--- src/rtl/pc_unit.sv ---
// pc_unit: fetch-stage program counter with boot bubble, halt/resume,
// trap/redirect steering with target alignment, and an optional
// direct-mapped BTB enabled by defining the macro PC_BTB_EN.
module pc_unit #(
  parameter int unsigned         XLEN      = 32,
  parameter logic [XLEN-1:0]     RESET_VEC = '0,
  parameter int unsigned         INC       = 4,
  parameter int unsigned         BTB_DEPTH = 16
) (
  input  logic            clk,
  input  logic            rst_n,
  input  logic            stall_F,
  input  logic            redirect_valid,
  input  logic [XLEN-1:0] redirect_pc,
  input  logic            trap_valid,
  input  logic [XLEN-1:0] trap_pc,
  input  logic            halt_req,
  input  logic            resume_req,
  input  logic            btb_upd_valid,
  input  logic [XLEN-1:0] btb_upd_pc,
  input  logic [XLEN-1:0] btb_upd_target,
  output logic [XLEN-1:0] pc_o,
  output logic [XLEN-1:0] pc_plus_o,
  output logic            pc_valid_o,
  output logic            pred_taken_o,
  output logic            misalign_o
);

  localparam int unsigned     ALIGN      = $clog2(INC);
  localparam logic [XLEN-1:0] ALIGN_MASK = XLEN'(INC - 1);

  typedef enum logic [1:0] {ST_BOOT, ST_RUN, ST_HALT} state_e;

  state_e          state_q, state_d;
  logic [XLEN-1:0] pc_q, pc_d;
  logic            misalign_q, misalign_d;
  logic            pred_q, pred_d;
  logic [XLEN-1:0] pc_plus;
  logic [XLEN-1:0] trap_tgt, redir_tgt;
  logic            trap_mis, redir_mis;
  logic            btb_hit;
  logic [XLEN-1:0] btb_tgt;

  assign pc_plus   = pc_q + XLEN'(INC);
  assign trap_tgt  = trap_pc & ~ALIGN_MASK;
  assign redir_tgt = redirect_pc & ~ALIGN_MASK;
  assign trap_mis  = (trap_pc & ALIGN_MASK) != '0;
  assign redir_mis = (redirect_pc & ALIGN_MASK) != '0;

`ifdef PC_BTB_EN
  localparam int unsigned IDXW = $clog2(BTB_DEPTH);
  localparam int unsigned TAGW = XLEN - ALIGN - IDXW;

  logic [BTB_DEPTH-1:0] btb_valid_q;
  logic [TAGW-1:0]      btb_tag_q [BTB_DEPTH];
  logic [XLEN-1:0]      btb_tgt_q [BTB_DEPTH];
  logic [IDXW-1:0]      rd_idx, wr_idx;
  logic                 unused_upd_low;

  assign rd_idx         = pc_q[ALIGN +: IDXW];
  assign wr_idx         = btb_upd_pc[ALIGN +: IDXW];
  assign btb_hit        = btb_valid_q[rd_idx] && (btb_tag_q[rd_idx] == pc_q[XLEN-1 -: TAGW]);
  assign btb_tgt        = btb_tgt_q[rd_idx];
  assign unused_upd_low = ^btb_upd_pc[ALIGN-1:0];

  // BTB valid bits, cleared by reset
  always_ff @(posedge clk or negedge rst_n) begin
    if (!rst_n) begin
      btb_valid_q <= '0;
    end else if (btb_upd_valid) begin
      btb_valid_q[wr_idx] <= 1'b1;
    end
  end

  // BTB tag/target storage; reads this cycle see the pre-write contents
  always_ff @(posedge clk) begin
    if (btb_upd_valid) begin
      btb_tag_q[wr_idx] <= btb_upd_pc[XLEN-1 -: TAGW];
      btb_tgt_q[wr_idx] <= btb_upd_target & ~ALIGN_MASK;
    end
  end
`else
  logic unused_btb;

  assign btb_hit    = 1'b0;
  assign btb_tgt    = '0;
  assign unused_btb = ^{btb_upd_valid, btb_upd_pc, btb_upd_target};
`endif

  // State, PC and status registers
  always_ff @(posedge clk or negedge rst_n) begin
    if (!rst_n) begin
      state_q    <= ST_BOOT;
      pc_q       <= RESET_VEC;
      misalign_q <= 1'b0;
      pred_q     <= 1'b0;
    end else begin
      state_q    <= state_d;
      pc_q       <= pc_d;
      misalign_q <= misalign_d;
      pred_q     <= pred_d;
    end
  end

  // Next-state and next-PC selection
  always_comb begin
    state_d    = state_q;
    pc_d       = pc_q;
    misalign_d = 1'b0;
    pred_d     = 1'b0;
    case (state_q)
      ST_BOOT: begin
        state_d = ST_RUN;
      end
      ST_RUN: begin
        if (trap_valid) begin
          pc_d       = trap_tgt;
          misalign_d = trap_mis;
        end else if (redirect_valid) begin
          pc_d       = redir_tgt;
          misalign_d = redir_mis;
        end else if (stall_F) begin
          pc_d = pc_q;
        end else if (btb_hit) begin
          pc_d   = btb_tgt;
          pred_d = 1'b1;
        end else begin
          pc_d = pc_plus;
        end
        if (halt_req) begin
          state_d = ST_HALT;
        end
      end
      ST_HALT: begin
        if (trap_valid) begin
          pc_d       = trap_tgt;
          misalign_d = trap_mis;
          state_d    = ST_RUN;
        end else begin
          if (redirect_valid) begin
            pc_d       = redir_tgt;
            misalign_d = redir_mis;
          end
          if (resume_req) begin
            state_d = ST_RUN;
          end
        end
      end
      default: begin
        state_d = ST_BOOT;
      end
    endcase
  end

  assign pc_o         = pc_q;
  assign pc_plus_o    = pc_plus;
  assign pc_valid_o   = (state_q == ST_RUN) && !stall_F;
  assign pred_taken_o = pred_q;
  assign misalign_o   = misalign_q;

endmodule
--- config.mk ---
export PLATFORM = sky130hd
export DESIGN_NAME = pc_unit
export DESIGN_NICKNAME = d
export VERILOG_FILES = /design/src/rtl/pc_unit.sv
export SDC_FILE = /design/constraint.sdc
export NUM_CORES = 1
export LEC_CHECK = 0
export ABC_CLOCK_PERIOD_IN_PS = 6300
export CELL_PAD_IN_SITES_DETAIL_PLACEMENT = 1
export CELL_PAD_IN_SITES_GLOBAL_PLACEMENT = 1
export CORE_ASPECT_RATIO = 0.8
export CORE_MARGIN = 4
export CORE_UTILIZATION = 25
export DETAILED_ROUTE_END_ITERATION = 8
export GPL_ROUTABILITY_DRIVEN = 0
export PLACE_DENSITY = 0.92
export SLEW_MARGIN = 30
export SYNTH_ARGS = -nofsm -noshare
export SYNTH_HDL_FRONTEND = slang
export SYNTH_SLANG_ARGS = --single-unit
--- constraint.sdc ---
create_clock -name clk -period 6.3 [get_ports clk]
set_clock_uncertainty 0.1 [all_clocks]
set_input_delay 1.89 -clock clk [delete_from_list [all_inputs] [get_ports clk]]
set_output_delay 1.89 -clock clk [all_outputs]
set_load 0.02 [all_outputs]
-- Yosys cells after proc, flatten, opt, wreduce, memory -nomap -nowiden
Cells that the tools add are included.
- register bits after elaboration: 35
- bits in latches: 0
- RAM bits: 0
- ROM bits: 0
- input port bits: 136
- output and inout bits: 67
- logic and storage cells: 32
- memories: 0
- $add $sub $neg: 1
- $mul: 0
- div/mod/pow operators: 0
- $lt $le $gt $ge: 0
- eq/ne operators: 6
- shift operators: 0
- mux-type cells: 13
- bitwise logic cells: 0
- reduce and logical (&&, ||, !) cells: 9
- operators with widths (operator ; number):
    32-bit two-way mux ; 5
    32-bit one-hot mux with 2 select lines ; 1
    32-bit nonzero test ; 2
    32-bit by 3-bit adder with 32-bit output, second input constant ; 1
    2-bit two-way mux ; 3
    3-bit != test, second input constant ; 2
    2-bit one-hot mux with 3 select lines ; 1
    4-bit != test, second input constant ; 1
    1-bit two-way mux ; 3
    3-bit AND reduction ; 1
    2-bit by 1-bit equality test with 1-bit output, second input constant ; 1
    2-bit equality test, second input constant ; 1
    2-bit zero test ; 1
    2-bit != test, second input constant ; 1
    2-bit AND reduction ; 1
    2-bit nonzero test ; 1
    2-bit OR reduction ; 1
    1-bit logical AND ; 1
    1-bit zero test ; 1

-- Depth between registers and ports, before layout
- word-level depth: 5
- depth in mapped cells: 8
- depth with buffers taken out: 7

-- Worst setup path after synthesis
No wires, ideal clock.
- path type: input -> output
- start: input stall_F
- end: output pc_valid_o
- arrival: 2.194 ns
- required time: 4.310 ns
- slack: 2.116 ns
- cell stages on the path: 1
- path buffers: 0
- path through: nor2b_1
- cells in the longest elaborated chain, start to end: 2
- ends and longest elaborated chain (item ; line ; source):
    from (decl) ; 12 ; input logic stall_F,
    1-bit zero test ; 157 ; assign pc_valid_o = (state_q == ST_RUN) && !stall_F;
    1-bit logical AND ; 157 ;
    to (decl) ; 24 ; output logic pc_valid_o,
Every way passes these cells.

-- Worst setup path in the final report
Same ends and word-level chain as after synthesis.

==> flow_summary.ini <==
[run_status]
run_status = completed

[clocking]
post_cts_hold_buffer_count = 0
cts.clk_slew.worst_paths_ns = 0.06
max_root_sink_buffers = 2
cts_buffers = 5
clk-insertion-delay-late_ns = 0.28
cts_setup_buffers = 0
tritoncts_num_sinks = 33
cts.root.buffer_cell = clkbuf_16
cts_tree = built
post_cts_resized = 0
h-tree-depth = 2

[hold_path]
hold_depth = 1
hold-path-endpoint = pc_o[18]
worst_hold_startpoint = pc_o[18]
holdCritPathClass = flop to flop

[finish]
antenna_cells_inserted = 0
multi_input_area_mm2 = 0.00165
final_cells = 580
num-nets-final = 580
layout.area.seq_um2 = 826
layout.filler_cells = 1184
synthToLayoutAreaGrowth_pct = 58.2
design_area_mm2 = 0.00418
post_route_cells_drive_above_1_share = 0.0591

[pwr]
power.density_mw_per_mm2 = 555
vdd.ir_drop.worst_mv = 0.231
power.total_mw = 2.32
cellLeakagePower_nw = 1.64

[global_route]
global_route_total_usage_across_every_layer = 0.176
met2_usage = 0.302
grt_util_met1 = 0.224
gr-total-overflow = 0
grt_max_degree = 46
globalRoute.busiestLayer = met2
first_global_vias = 3194
grt_antenna_before_repair = 0
grt_first_pass_wirelength_um = 17000
gr-usage-met3 = 0.0377

[floorplan]
initial_core_util = 0.257
design.die.area_mm2 = 0.0123
ios = 203
floorplan.die.width_um = 123
die_h_um = 99.9
row_count = 33
coreArea_mm2 = 0.0103

[sta]
totalNegativeSetupSlack_ns = 0
finalSetupViolCount = 0
maxClockFrequency_mhz = 196
hold_viol_final = 0
rsz0062_at_grt = false
timing_worst_slew_pin_value_ns = 1.00
fin_crit_sh = 0.809
period_needed_ns = 5.10
postLayoutSetupSlackWorst_ns = 1.20
final_slew_viol_count = 0
max-slew-margin-rel = 0.327

[placed_design]
place.detailed.instances = 572
dp_hpwl_um = 8510
post-place-ws_ns = 1.20
buffer_ports.inserted = 132
post_dp_cell_area_mm2 = 0.00400

[logic_synthesis]
postSynth.topFlopCell = dfrtp_1
instance_count_of_the_mapped_netlist = 319
synth_area_mm2 = 0.00264
postSynth.asyncResetShare = 1.00
number_of_register_bits_inferred_by_synthesis = 33
synth.yosys.seq_area_share = 0.313
synthesis.yosys.warnings = 0
library_cells_used_by_synthesis = 49
postSynthAreaPerCell_um2 = 8.28
synth-edff-count = 0

[routing]
routed_via_count = 3002
detail_route.drc_violations = 0
number_of_vias_per_cell = 5.18
dr.pass1.iters = 4
post_drt_wl_per_cell_um = 19.0
route.antenna.remaining_nets = 0
detailedRoute.firstIterationViolations = 130
sum_of_routed_wire_length_over_all_layers_um = 11000

[setup_path]
critPathRequiredTime_ns = 4.31
critical_path.reg2reg.endpoint = pc_o[21]
r2r_cells = 7
path_class = input port to output pin
critical_path.reg2reg.startpoint = state_q[0]
timing.critical_path.arrival_ns = 3.11
timing.critical_path.from_type = input port
crit_path_max_fanout = 3
r2r_slack_ns = 3.74
endpoint_kind = output pin

[run]
drv_cap = 0
## how the worst max path moves through the flow
stage / start / end / slack, ns / cells after the start
floorplan: stall_F / pc_valid_o / 2.12 / 1
global placement: stall_F / pc_valid_o / 1.22 / 3
detailed placement: stall_F / pc_valid_o / 1.20 / 3
CTS: stall_F / pc_valid_o / 1.21 / 3
global route: stall_F / pc_valid_o / 1.09 / 3
finish: stall_F / pc_valid_o / 1.20 / 3
## where the power goes
group	internal [mW]	switching (mW)	total, mW
Clock	0.198	0.0954	0.293
Sequential	0.326	0.191	0.517
Combinational	0.684	0.825	1.51
## routing by layer
metal  up-vias  share of wire
met2        99           0.50
met3        16          0.063
met4         0          0.018
met1      1486           0.42
li1       1401              -
met5         -              0
## critical path, stage by stage
cell	delay [ns]
clkdlybuf4s50_1	0.47
nor2b_1	0.13
clkdlybuf4s50_1	0.62
## metrics by stage
step,utilization,hold WS (ns)
after floorplan,-,0.466
final,0.406,0.510
after CTS,0.406,0.517
after detailed placement,0.389,0.505
after global routing,0.406,0.545
after global placement,0.389,0.482
## cells by family after synthesis
kind of cell	synth area share
compound gates	0.243
xor+xnor	0.0985
fa+ha+maj	0.0237
buf+inv	0.0706
flops	0.313
other cells	0.00142
simple gates	0.250
## area by class of cell
class | count | area share
clock buffer | 7 | 0.0341
clock inverter | 1 | 0.00719
inverter | 10 | 0.00898
multi-input combinational | 256 | 0.394
sequential | 33 | 0.198
tap | 140 | 0.0419
timing repair buffer | 133 | 0.316
## cells in the mapped netlist (3+ instances only)
| cell | number | share of area |
|---|---|---|
| nor2_1 | 43 | 0.061 |
| dfrtp_1 | 33 | 0.31 |
| a21oi_1 | 26 | 0.049 |
| nand2_1 | 25 | 0.036 |
| xnor2_1 | 20 | 0.066 |
| nand3_1 | 17 | 0.032 |
| o21ai_0 | 16 | 0.030 |
| a221o_1 | 12 | 0.045 |
| clkbuf_1 | 12 | 0.017 |
| and3_1 | 10 | 0.024 |
| inv_1 | 10 | 0.014 |
| nand4_1 | 7 | 0.017 |
| a221oi_1 | 6 | 0.020 |
| xor2_1 | 6 | 0.020 |
| buf_4 | 5 | 0.014 |
| ha_1 | 5 | 0.024 |
| nor3_1 | 5 | 0.0095 |
| o311ai_0 | 5 | 0.017 |
| a22o_1 | 4 | 0.013 |
| o22ai_1 | 4 | 0.0095 |
| or2_2 | 4 | 0.0095 |
| a31oi_1 | 3 | 0.0071 |
| clkbuf_8 | 3 | 0.016 |
| nor2b_1 | 3 | 0.0071 |
| or3_1 | 3 | 0.0071 |
## cell usage in the layout, fill, tap and decap left out, types with 4 or more instances in the layout
cell	netlist	final
o21ai_0	16	16
o22ai_1	4	4
xnor2_1	20	20
nand3_1	17	17
nand2_1	25	25
clkbuf_16	0	5
ha_1	5	5
and3_1	10	10
xor2_1	6	6
o311ai_0	5	5
inv_1	10	10
dfrtp_1	33	33
clkdlybuf4s50_1	0	130
nor2_1	43	42
a22o_1	4	4
conb_1	1	5
a21oi_1	26	26
nor3_1	5	5
or2_2	4	4
a221oi_1	6	6
nand4_1	7	7
a221o_1	12	12
## registers in the layout, summed over array words and instances (netlist names)
signal and count:
misalign_o 1, pc_o 30, state_q 2
(Power assumes the default switching activity.)
